`src/rtl/br_resolve_queue.sv`:
```
// ---------------------------------------------------------------------------
// br_resolve_queue
//
// This is the resolution end of the fetch-time branch predictor. Each
// instruction that leaves IF pushes its BTB prediction and its PC into an
// in-order circular queue. Each WB retirement pops the oldest entry and
// compares it with the real outcome. On a wrong prediction the module:
//   - raises flush for one cycle, together with the correct redirect PC,
//   - empties the queue, because every younger entry is wrong-path,
//   - and, for a taken BR, issues a one-cycle BTB write strobe.
// Every output is registered, so each output appears one cycle after the
// retirement that caused it.
//
// Ports
//   clk, reset                   clock; asynchronous active-high reset
//   if_valid, pc_if,             push request from IF: the PC and the BTB
//   pred_taken, pred_target        prediction for that instruction
//   wb_valid, opcode_wb, pc_wb,  pop request from WB: the opcode, the PC,
//   pc_sel_out_sel, pc_mux_out     the actual taken bit and the actual target
//   flush, redirect_pc           mispredict pulse and correct next PC
//   btb_update, update_pc,       BTB write strobe, plus the tag/index and
//   update_target                  the target to write
//   full, empty                  queue status, decoded from the count
//   order_err, overflow          sticky error flags; only reset clears them
//   mispredict_cnt               saturating count of flushes
//
// Handshake: neither push nor pop has backpressure. if_valid and wb_valid
// are both qualified by the current clock edge alone. A push is dropped
// when the queue is full and no pop happens in the same cycle. A push is
// also dropped in a cycle that flushes. A pop is performed only when the
// queue holds at least one entry.
// ---------------------------------------------------------------------------
module br_resolve_queue #(
  parameter int DEPTH = 4,
  parameter int AW    = 2
) (
  input  logic        clk,
  input  logic        reset,
  input  logic        if_valid,
  input  logic [15:0] pc_if,
  input  logic        pred_taken,
  input  logic [15:0] pred_target,
  input  logic        wb_valid,
  input  logic [3:0]  opcode_wb,
  input  logic [15:0] pc_wb,
  input  logic        pc_sel_out_sel,
  input  logic [15:0] pc_mux_out,
  output logic        flush,
  output logic [15:0] redirect_pc,
  output logic        btb_update,
  output logic [15:0] update_pc,
  output logic [15:0] update_target,
  output logic        full,
  output logic        empty,
  output logic        order_err,
  output logic        overflow,
  output logic [15:0] mispredict_cnt
);

  localparam logic [AW:0] FULL_CNT = (AW+1)'(DEPTH);
  localparam logic [3:0]  OP_BR    = 4'b0000;

  // Queue storage. It is never read while it is empty, so it has no reset.
  logic [15:0] pc_mem_q     [DEPTH];
  logic [15:0] target_mem_q [DEPTH];
  logic        taken_mem_q  [DEPTH];

  logic [AW-1:0] rd_ptr_q, rd_ptr_d;
  logic [AW-1:0] wr_ptr_q, wr_ptr_d;
  logic [AW:0]   count_q, count_d;

  logic        flush_q, flush_d;
  logic [15:0] redirect_pc_q, redirect_pc_d;
  logic        btb_update_q, btb_update_d;
  logic [15:0] update_pc_q, update_pc_d;
  logic [15:0] update_target_q, update_target_d;
  logic        order_err_q, order_err_d;
  logic        overflow_q, overflow_d;
  logic [15:0] mispredict_cnt_q, mispredict_cnt_d;

  logic        q_empty, q_full;
  logic        pop, push, push_drop_full;
  logic        ent_taken;
  logic [15:0] ent_target, ent_pc;
  logic        is_br, mis, mis_ev;

  assign q_empty = (count_q == '0);
  assign q_full  = (count_q == FULL_CNT);

  always_comb begin
    pop = wb_valid & ~q_empty;

    // A pop from an empty queue is checked as if the entry were a
    // not-taken prediction carrying the WB PC.
    ent_taken  = 1'b0;
    ent_target = 16'h0000;
    ent_pc     = pc_wb;
    if (pop) begin
      ent_taken  = taken_mem_q[rd_ptr_q];
      ent_target = target_mem_q[rd_ptr_q];
      ent_pc     = pc_mem_q[rd_ptr_q];
    end

    is_br = (opcode_wb == OP_BR);
    if (is_br) begin
      mis = (ent_taken != pc_sel_out_sel) |
            (ent_taken & pc_sel_out_sel & (ent_target != pc_mux_out));
    end else begin
      mis = ent_taken;
    end
    mis_ev = wb_valid & mis;

    push_drop_full = if_valid & q_full & ~pop;
    // A push in the flushing cycle comes from the wrong path, so it is dropped.
    push = if_valid & ~push_drop_full & ~mis_ev;
  end

  always_comb begin
    rd_ptr_d         = rd_ptr_q;
    wr_ptr_d         = wr_ptr_q;
    count_d          = count_q;
    flush_d          = 1'b0;
    redirect_pc_d    = redirect_pc_q;
    btb_update_d     = 1'b0;
    update_pc_d      = update_pc_q;
    update_target_d  = update_target_q;
    order_err_d      = order_err_q;
    overflow_d       = overflow_q;
    mispredict_cnt_d = mispredict_cnt_q;

    if (push) wr_ptr_d = wr_ptr_q + AW'(1);
    if (pop)  rd_ptr_d = rd_ptr_q + AW'(1);
    case ({push, pop})
      2'b10:   count_d = count_q + (AW+1)'(1);
      2'b01:   count_d = count_q - (AW+1)'(1);
      default: count_d = count_q;
    endcase

    if (push_drop_full) overflow_d = 1'b1;
    if (wb_valid & (q_empty | (ent_pc != pc_wb))) order_err_d = 1'b1;

    if (mis_ev) begin
      flush_d       = 1'b1;
      redirect_pc_d = (is_br & pc_sel_out_sel) ? pc_mux_out : (pc_wb + 16'd2);
      rd_ptr_d      = '0;
      wr_ptr_d      = '0;
      count_d       = '0;
      if (mispredict_cnt_q != 16'hFFFF) mispredict_cnt_d = mispredict_cnt_q + 16'd1;
      // Only a taken BR carries a target that is worth writing into the BTB.
      if (is_br & pc_sel_out_sel) begin
        btb_update_d    = 1'b1;
        update_pc_d     = pc_wb;
        update_target_d = pc_mux_out;
      end
    end
  end

  always_ff @(posedge clk or posedge reset) begin
    if (reset) begin
      rd_ptr_q         <= '0;
      wr_ptr_q         <= '0;
      count_q          <= '0;
      flush_q          <= 1'b0;
      redirect_pc_q    <= 16'h0000;
      btb_update_q     <= 1'b0;
      update_pc_q      <= 16'h0000;
      update_target_q  <= 16'h0000;
      order_err_q      <= 1'b0;
      overflow_q       <= 1'b0;
      mispredict_cnt_q <= 16'h0000;
    end else begin
      rd_ptr_q         <= rd_ptr_d;
      wr_ptr_q         <= wr_ptr_d;
      count_q          <= count_d;
      flush_q          <= flush_d;
      redirect_pc_q    <= redirect_pc_d;
      btb_update_q     <= btb_update_d;
      update_pc_q      <= update_pc_d;
      update_target_q  <= update_target_d;
      order_err_q      <= order_err_d;
      overflow_q       <= overflow_d;
      mispredict_cnt_q <= mispredict_cnt_d;
    end
  end

  always_ff @(posedge clk) begin
    if (push) begin
      pc_mem_q[wr_ptr_q]     <= pc_if;
      target_mem_q[wr_ptr_q] <= pred_target;
      taken_mem_q[wr_ptr_q]  <= pred_taken;
    end
  end

  assign flush          = flush_q;
  assign redirect_pc    = redirect_pc_q;
  assign btb_update     = btb_update_q;
  assign update_pc      = update_pc_q;
  assign update_target  = update_target_q;
  assign full           = q_full;
  assign empty          = q_empty;
  assign order_err      = order_err_q;
  assign overflow       = overflow_q;
  assign mispredict_cnt = mispredict_cnt_q;

endmodule

```
`config.mk`:
```
export PLATFORM = sky130hd
export DESIGN_NAME = br_resolve_queue
export DESIGN_NICKNAME = d
export VERILOG_FILES = /design/src/rtl/br_resolve_queue.sv
export SDC_FILE = /design/constraint.sdc
export NUM_CORES = 1
export LEC_CHECK = 0
export ABC_CLOCK_PERIOD_IN_PS = 4550
export CAP_MARGIN = 20
export CORE_UTILIZATION = 43
export CTS_CLUSTER_DIAMETER = 40
export CTS_CLUSTER_SIZE = 28
export DETAILED_ROUTE_END_ITERATION = 8
export GPL_ROUTABILITY_DRIVEN = 0
export PLACE_DENSITY = 0.68
export SLEW_MARGIN = 20
export SYNTH_ARGS = -nofsm -noshare
export SYNTH_HDL_FRONTEND = slang
export SYNTH_SLANG_ARGS = --single-unit
```
`constraint.sdc`:
```
create_clock -name clk -period 4.55 [get_ports clk]
set_input_delay 0.91 -clock clk [delete_from_list [all_inputs] [get_ports clk]]
set_output_delay 0.91 -clock clk [all_outputs]
set_load 0.005 [all_outputs]
```
# Word level (Yosys, flattened, before mapping)
# Memory sizes are Yosys's and may differ from the RTL's.
# Cells that the tools add are included.
[word_totals]
mem_bits_rw = 132
in_bits = 74
ff_bits = 75
mem_count = 3
elab_cells = 66
[classes]
n_reduce_logical = 7
mux = 16
addsub = 6
n_bitwise = 16
eq_ne = 7
[memory_table]
columns = ["memory", "words", "width", "rd", "rd_clocked_by_memory_dff", "wr", "line", "text"]
rows = [
  ["pc_mem_q", 4, 16, 1, 0, 1, "64", "logic [15:0] pc_mem_q [DEPTH];"],
  ["target_mem_q", 4, 16, 1, 0, 1, "65", "logic [15:0] target_mem_q [DEPTH];"],
  ["taken_mem_q", 4, 1, 1, 0, 1, "66", "logic taken_mem_q [DEPTH];"],
]
[op_table]
columns = ["cell", "count"]
rows = [
  ["16-bit 2-to-1 mux", 3],
  ["16-bit != test", 2],
  ["16-bit by 1-bit adder with 16-bit output, second input constant", 1],
  ["16-bit by 2-bit adder with 16-bit output, second input constant", 1],
  ["16-bit != test, second input constant", 1],
  ["1-bit bitwise AND", 10],
  ["2-bit 2-to-1 mux", 4],
  ["1-bit 2-to-1 mux", 7],
  ["3-bit case mux with 2 select lines", 1],
  ["2-bit by 1-bit adder with 2-bit output, second input constant", 2],
  ["4-bit logical NOT", 1],
  ["1-bit inverter", 4],
  ["2-bit AND reduction", 2],
  ["2-bit nonzero test", 2],
  ["3-bit by 1-bit adder with 3-bit output, second input constant", 1],
  ["3-bit equality test, second input constant", 1],
  ["3-bit logical NOT", 1],
  ["3-bit 2-to-1 mux", 1],
  ["3-bit nonzero test", 1],
  ["3-bit by 1-bit subtractor with 3-bit output, second input constant", 1],
  ["2-bit by 1-bit equality test with 1-bit output, second input constant", 1],
  ["2-bit equality test, second input constant", 1],
  ["1-bit OR", 2],
  ["1-bit != test", 1],
]

# Depth between registers and ports, before layout
# Gate-level depths: netlist (run 1).
[logic_depth]
ltp_word = 14
mapped_depth = 16
mapped_depth_nobuf = 12

# Worst setup path before layout (run 1)
# No wires, ideal clock.
[synth_path]
path_type = "input to register"
startpoint = "input wb_valid"
endpoint = "memory pc_mem_q[0][0] (enable)"
t_required_ns = 4.157
slack_ns = 0.875
t_arrival_ns = 3.282
n_path_buf = 2
setup_time_ns = 0.393
cell_stages = 9
cell_sequence = "o31a_1 > clkbuf_1 > nand4b_1 > o22ai_1 > a2bb2oi_1 > nand4_1 > a31oi_4 > buf_2 > and3_1"
[synth_via]
elab_chain_len = 11
word_cells_on_any_way = 18
classes_between = "2 x eq/ne; 5 x mux; 11 x bitwise"
[synth_rtl]
columns = ["item", "line", "text"]
rows = [
  ["from (decl)", "43", "input logic wb_valid,"],
  ["1-bit bitwise AND", "91", "pop = wb_valid & ~q_empty;"],
  ["16-bit 2-to-1 mux / 1-bit 2-to-1 mux (equally long branches)", "98", "if (pop) begin"],
  ["16-bit != test / 1-bit bitwise AND (equally long branches)", "107", "(ent_taken & pc_sel_out_sel & (ent_target != pc_mux_out));"],
  ["1-bit bitwise AND", "107", ""],
  ["1-bit OR", "106", "mis = (ent_taken != pc_sel_out_sel) |"],
  ["1-bit 2-to-1 mux", "105", "if (is_br) begin"],
  ["1-bit bitwise AND", "111", "mis_ev = wb_valid & mis;"],
  ["1-bit inverter", "115", "push = if_valid & ~push_drop_full & ~mis_ev;"],
  ["1-bit bitwise AND *", "115", ""],
  ["1-bit 2-to-1 mux *", "187", "if (push) begin"],
  ["1-bit 2-to-1 mux (implied by the code) *", "188", "pc_mem_q[wr_ptr_q] <= pc_if;"],
  ["to (decl)", "64", ""],
]
# Mark *: on every way between the ends. The rest lies on a longest branch, timed or not.

# Final worst setup path (run 1)
[layout_path]
startpoint = "input wb_valid"
endpoint = "register mispredict_cnt_q[1] (netlist: mispredict_cnt[1])"
[layout_via]
elab_chain_len = 8
word_cells_on_any_way = 11
classes_between = "2 x eq/ne; 3 x mux; 5 x bitwise; 1 x reduce/logical"
[layout_rtl]
columns = ["item", "line", "text"]
rows = [
  ["1-bit bitwise AND", "91", ""],
  ["16-bit 2-to-1 mux / 1-bit 2-to-1 mux (equally long branches)", "98", ""],
  ["16-bit != test / 1-bit bitwise AND (equally long branches)", "107", ""],
  ["1-bit bitwise AND", "107", ""],
  ["1-bit OR", "106", ""],
  ["1-bit 2-to-1 mux", "105", ""],
  ["1-bit bitwise AND *", "111", ""],
  ["2-bit AND reduction (no line) *", "n/a", ""],
  ["to (signal assigned)", "182", "mispredict_cnt_q <= mispredict_cnt_d;"],
  ["to (decl)", "79", "logic [15:0] mispredict_cnt_q, mispredict_cnt_d;"],
]
# Marked as above.
# A chain may end at the register's enable or synchronous reset.

==> flow_summary.toml, run 1 <==
[final_layout]
seq_area_sq_um = 5840
drive_above_1_share_pct = 18.5
nets = 817
utilization_pct = 57.6
finalNonFillerCells = 1027
final_common_cell = "clkdlybuf4s50_1"
area_delta_synth_final_pct = 30.9
multi_input_area_sq_um = 2940
antenna_cells = 0
fin_area_sq_um = 11700
nFillCells = 1550
final_cell_mix = "clkdlybuf4s50_1 (143), edfxtp_1 (132), dfrtp_1 (74)"

[logic_synthesis]
postSynthCellCount = 569
synth_area_sq_um = 8960
yosysWarnings = 0
synth_edf_count = 132
ys_types = 45
ys_ff_latch = 207
syn-num-nets = 651
ys.flop_type = "edfxtp_1"
synth_seq_area_share_pct = 65.2
async_flop_share_pct = 36.2
syn_avg_cell_area_sq_um = 15.8

[global_routing]
grt_pass1_vias = 5785
overflow = 0
antenna_found_initial = 0
grt_pass1_wl_um = 32500
grt_max_degree = 62
grt_util_all_layers_pct = 19.8

[die]
initial_utilization_pct = 44.0
core_sq_um = 20400
fp.dieW_um = 146
std_cell_rows = 52
die_y_um = 146
ios = 144
fp.dieArea_sq_um = 21400

[sta]
maxSlewHeadroom_pct = 40.0
min_period_ns = 3.72
skew_ns = 0.0253
timing.hold.ws_ns = 0.456
finalHoldViolCount = 0
worstMarginPinSlew_ns = 0.899
fin_ws_ns = 0.832
fmax_mhz = 269
rsz0062_at_grt = "no"
slew_viol_final = 0
final.setup.tns_ns = 0
fin_crit_sh_pct = 81.7
setup_viol = 0

[clock_network]
cts_tree = "built"
cts_resized = 0
clk_path_buf_depth = 3
cts_inserted_buffers = 28
clk_pin_slew_ns = 0.06
post_cts_buffers = 0
clock_latency_ns = 0.55
htreeDepth = 1
hold_buffers = 0
cts_root_buf = "clkbuf_16"
cts.sinks = 207

[routing]
ant_nets = 0
drt_iter0_drc = 370
vias = 5494
vias_per_cell = 5.35
drc = 0
wl_per_cell_um = 20.2
drt_wl_total_um = 20700
dr.pass1.iters = 5

[worst_setup_path]
reg2regPathDepth = 10
cp_slowest_cell = "clkdlybuf4s50_1"
worstPathCellList = "clkdlybuf4s50_1 -> o31a_1 -> nand4b_1 -> o22ai_1 -> a2bb2oi_1 -> nand4_1 -> a31oi_4 -> buf_4 -> buf_4 -> nor2_1 -> mux2_2"
critPathMaxFanout = 38
worstPathRequired_ns = 4.96
end_kind = "flop"
path_class = "in2reg"
cp_data_arrival_time_ns = 4.13
crit_path_frequent_cell = "buf_4"
cp_slowest_stage_delay_ns = 0.64
startpoint_type = "primary input"

[placement]
dp.cells = 975
pre_cts_slack_ns = 0.323
place.detailed.hpwl_um = 14400
dpl_cell_area_sq_um = 10800
io_buffers = 143

[outcome]
status = "complete, no violations"

[power]
internal_power_mw = 4.86
power_frac_comb_pct = 28.3
ir_drop_v = 0.000300
switching_share_pct = 29.9
powerDensity_nw_per_um2 = 591
power_switching_mw = 2.07
power_mw = 6.93
p_leak_nw = 4.44
clock_power_share_pct = 32.1
p_seq_share_pct = 39.6

[run]
maxCapViolations = 0

[hold_path]
worstHoldPathCells = 1
hold_path.class = "reg2reg"
registers in the layout (all words and copies together), names as in the netlist, 2 cells and up:
| signal | flops |
|---|---|
| pc_mem_q | 64 |
| target_mem_q | 64 |
| mispredict_cnt | 16 |
| redirect_pc | 16 |
| update_pc | 16 |
| update_target | 16 |
| taken_mem_q | 4 |
| count_q | 3 |
| rd_ptr_q | 2 |
| wr_ptr_q | 2 |
worst max-delay path: cells and delay by family:
family / cells / cell delay, ns
muxes: 1 / 0.31
and+or+nand+nor: 3 / 0.46
buffers and inverters: 3 / 1.23
AOI/OAI and AO/OA: 4 / 1.20
cells in the mapped netlist (4+ instances only):
library cell | count | area (sq um)
edfxtp_1 | 132 | 3960
dfrtp_1 | 75 | 1880
xor2_1 | 38 | 333
nand2_1 | 35 | 131
mux4_2 | 33 | 743
mux2_4 | 29 | 435
o21ai_0 | 29 | 145
nor2_1 | 23 | 86.3
xnor2_1 | 19 | 166
nand3_1 | 13 | 65.1
nand4_1 | 13 | 81.3
nor4_1 | 12 | 75.1
clkbuf_1 | 11 | 41.3
inv_1 | 10 | 37.5
and3_1 | 9 | 56.3
a22oi_1 | 8 | 60.1
nor4b_1 | 8 | 70.1
ha_1 | 7 | 87.6
nor3_1 | 7 | 35.0
a21o_1 | 5 | 37.5
a21oi_1 | 5 | 25.0
buf_2 | 5 | 25.0
buf_6 | 5 | 56.3
mux2i_1 | 5 | 50.1
mux2_2 | 4 | 45.0
metal layers:
| metal | part of all wire (%) | wire length, um | vias up | GRT usage (%) |
|---|---|---|---|---|
| met5 | 0 | 0 | - | 0 |
| met4 | 2.6 | 542 | 0 | 6.51 |
| met3 | 6.2 | 1280 | 43 | 4.00 |
| met2 | 49 | 10200 | 201 | 33.0 |
| met1 | 42 | 8680 | 2741 | 25.9 |
| li1 | - | - | 2509 | - |
power by group through the flow:
stage	registers [mW]	logic, mW	clock network, mW
5_1_grt	2.80	2.12	2.34
3_3_place_gp	2.76	1.92	0
3_5_place_dp	2.78	1.97	0
4_1_cts	2.75	1.98	2.27
2_1_floorplan	2.67	1.17	0
6_report	2.75	1.96	2.23
worst paths after layout:
| path | slack [ns] | from | to |
|---|---|---|---|
| max reg2reg | 0.90 | rd_ptr_q[0] | mispredict_cnt[1] |
| max in group asynchronous | 2.92 | reset | redirect_pc[14] |
| min | 0.46 | order_err | order_err |
| min in group asynchronous | 0.89 | reset | mispredict_cnt[14] |
| max | 0.83 | wb_valid | mispredict_cnt[1] |
| min reg2reg | 0.46 | order_err | order_err |
kinds of logic (layout without fill, tap and decap cells):
family                   count (synthesis)  count (layout)  share of synthesized area (%)
flip-flops                             207             207                           65.2
XOR/XNOR                                57              57                           5.57
AND/OR/NAND/NOR                        130             130                           7.58
multiplexers                            71              71                           14.2
AO/OA/AOI/OAI                           60              60                           4.21
buffers and inverters                   36             224                           2.08
adder cells (fa/ha/maj)                  8               8                           1.20
final cells by class:
cell class | instances | area share, %
Multi-Input combinational cell | 326 | 25.1
Timing Repair Buffer | 161 | 13.6
Clock inverter | 21 | 2.19
Tap cell | 270 | 2.88
Inverter | 11 | 0.373
Sequential cell | 207 | 49.8
Clock buffer | 31 | 6.15
Note: power is estimated with default switching activity, not from simulation.
==> run 2: changes to the inputs <==
ABC_CLOCK_PERIOD_IN_PS = 3300   (was 4550)
PLACE_DENSITY = 0.71   (was 0.68)
clock period = 3.3 ns   (was 4.55 ns; I/O delays follow)
==> flow_summary.toml, run 2 (same netlist as run 1, synthesis figures left out) <==
[clock_network]
cts_root_buf = "clkbuf_16"
post_cts_buffers = 0
htreeDepth = 1
cts.sinks = 207
clk_path_buf_depth = 3
cts_inserted_buffers = 27
clk_pin_slew_ns = 0.07
clock_latency_ns = 0.55
cts_tree = "built"

[worst_setup_path]
cpLargestDelayFamily = "simple AND/OR/NAND/NOR gates"
cp_slowest_stage_delay_ns = 0.58
rr_startpoint = "rd_ptr_q[0]"
worstPathCellList = "buf_12 -> mux4_2 -> nor4b_2 -> a22oi_1 -> a2bb2oi_2 -> nand4_1 -> a31oi_4 -> a21oi_2 -> fa_2 -> and3_1 -> a21oi_2 -> xor2_1 -> nor2_1"
reg2regPathDepth = 13
path_class = "reg2reg"
reg2reg_slack_ns = 0.17
startpoint = "rd_ptr_q[0]"
worstPathRequired_ns = 3.73
path_depth = 13
critPathMaxFanout = 12
crit_buf_inv = 1
end_kind = "flop"
r2r_end = "count_q[2]"
cp_slowest_cell = "mux4_2"
crit_path_end = "count_q[2]"
cp_data_arrival_time_ns = 3.56
startpoint_type = "flop"
crit_path_frequent_cell = "a21oi_2"

[routing]
drc = 0
wl_per_cell_um = 20.8
drt_wl_total_um = 22000
ant_nets = 0
dr.pass1.iters = 5
vias_per_cell = 5.35
vias = 5665
drt_iter0_drc = 456

[final_layout]
utilization_pct = 60.0
top_regs = "pc_mem_q: 64 flops, target_mem_q: 64 flops"
seq_area_sq_um = 5840
nets = 849
final_common_cell = "clkdlybuf4s50_1"
nFillCells = 1490
area_delta_synth_final_pct = 36.3
drive_above_1_share_pct = 23.5
final_cell_mix = "clkdlybuf4s50_1 (143), edfxtp_1 (132), dfrtp_1 (74)"
finalNonFillerCells = 1058
multi_input_area_sq_um = 2990
antenna_cells = 0

[run]
maxCapViolations = 0

[die]
die_y_um = 146
ios = 144
initial_utilization_pct = 44.0
std_cell_rows = 52
core_sq_um = 20400
fp.dieW_um = 146
fp.dieArea_sq_um = 21400

[sta]
skew_ns = 0.0169
finalHoldViolCount = 0
worstMarginPinSlew_ns = 0.802
slew_viol_final = 0
setup_viol = 0
fmax_mhz = 320
min_period_ns = 3.13
maxSlewHeadroom_pct = 46.2
fin_crit_sh_pct = 94.8

[placement]
place.detailed.hpwl_um = 15500
dp.cells = 1007
io_buffers = 143

[global_routing]
grt_max_degree = 46
grt_pass1_wl_um = 34000
antenna_found_initial = 0
overflow = 0
grt_util_all_layers_pct = 20.9
grt_pass1_vias = 5981

[power]
ir_drop_v = 0.000457
power_frac_comb_pct = 30.8
power_switching_mw = 2.98
switching_share_pct = 30.4
powerDensity_nw_per_um2 = 804
p_leak_nw = 4.66
p_seq_share_pct = 37.7
clock_power_share_pct = 31.6
internal_power_mw = 6.84

[hold_path]
hold_path.class = "reg2reg"
min_from = "overflow"
worstHoldPathCells = 1

[outcome]
status = "complete, no violations"
run 2: cell types whose count changed in the layout (fill, tap and decap cells not counted), sizes merged:
| cell | change |
|---|---|
| buf | +32 |
| clkbuf | -2 |
| clkinv | +1 |
run 2: through the flow:
stage	TNS (ns)	total power, mW	hold slack (ns)	area [sq um]	worst slack [ns]
2_1_floorplan	-0.0500	5.34	0.451	9010	-0.0500
3_3_place_gp	-21.08	6.62	0.439	11200	-0.236
3_5_place_dp	-31.31	6.72	0.456	11200	-0.281
4_1_cts	0	9.86	0.472	12200	0.0782
5_1_grt	-0.00998	10.3	0.499	12200	-0.00998
6_report	0	9.82	0.471	12200	0.171
run 2: timing repair:
| action | in CTS | in global routing |
|---|---|---|
| resized for setup | 0 | 6 |
| endpoints found under the setup margin | 0 | 15 |
| hold buffers | 0 | 0 |
run 2: how the worst min path moves through the flow:
stage                      to  slack [ns]
detailed placement  order_err        0.46
global placement     overflow        0.44
CTS                  overflow        0.47
finish               overflow        0.47
floorplan           order_err        0.45
global route        order_err        0.50
run 2: area by class of cell:
cell class / instances / share of cell area (%)
inverters: 11 / 0.348
clock buffers: 28 / 5.56
well taps: 270 / 2.77
clock inverters: 22 / 2.53
multi-input cells: 326 / 24.5
flip-flops and latches: 207 / 47.8
repair buffers: 194 / 16.5
run 2: routing by layer:
layer	GRT usage (%)	vias to the layer above	routed length [um]
met5	0	-	0
met4	6.51	0	439
met3	3.28	31	1320
met2	36.5	224	11300
met1	26.7	2834	8980
li1	-	2576	-
run 2: power by group through the flow:
stage | logic, mW | registers [mW] | clock network (mW)
CTS | 3.01 | 3.69 | 3.15
global placement | 2.92 | 3.70 | 0
finish | 3.02 | 3.70 | 3.10
detailed placement | 2.98 | 3.74 | 0
global route | 3.25 | 3.76 | 3.25
floorplan | 1.66 | 3.68 | 0
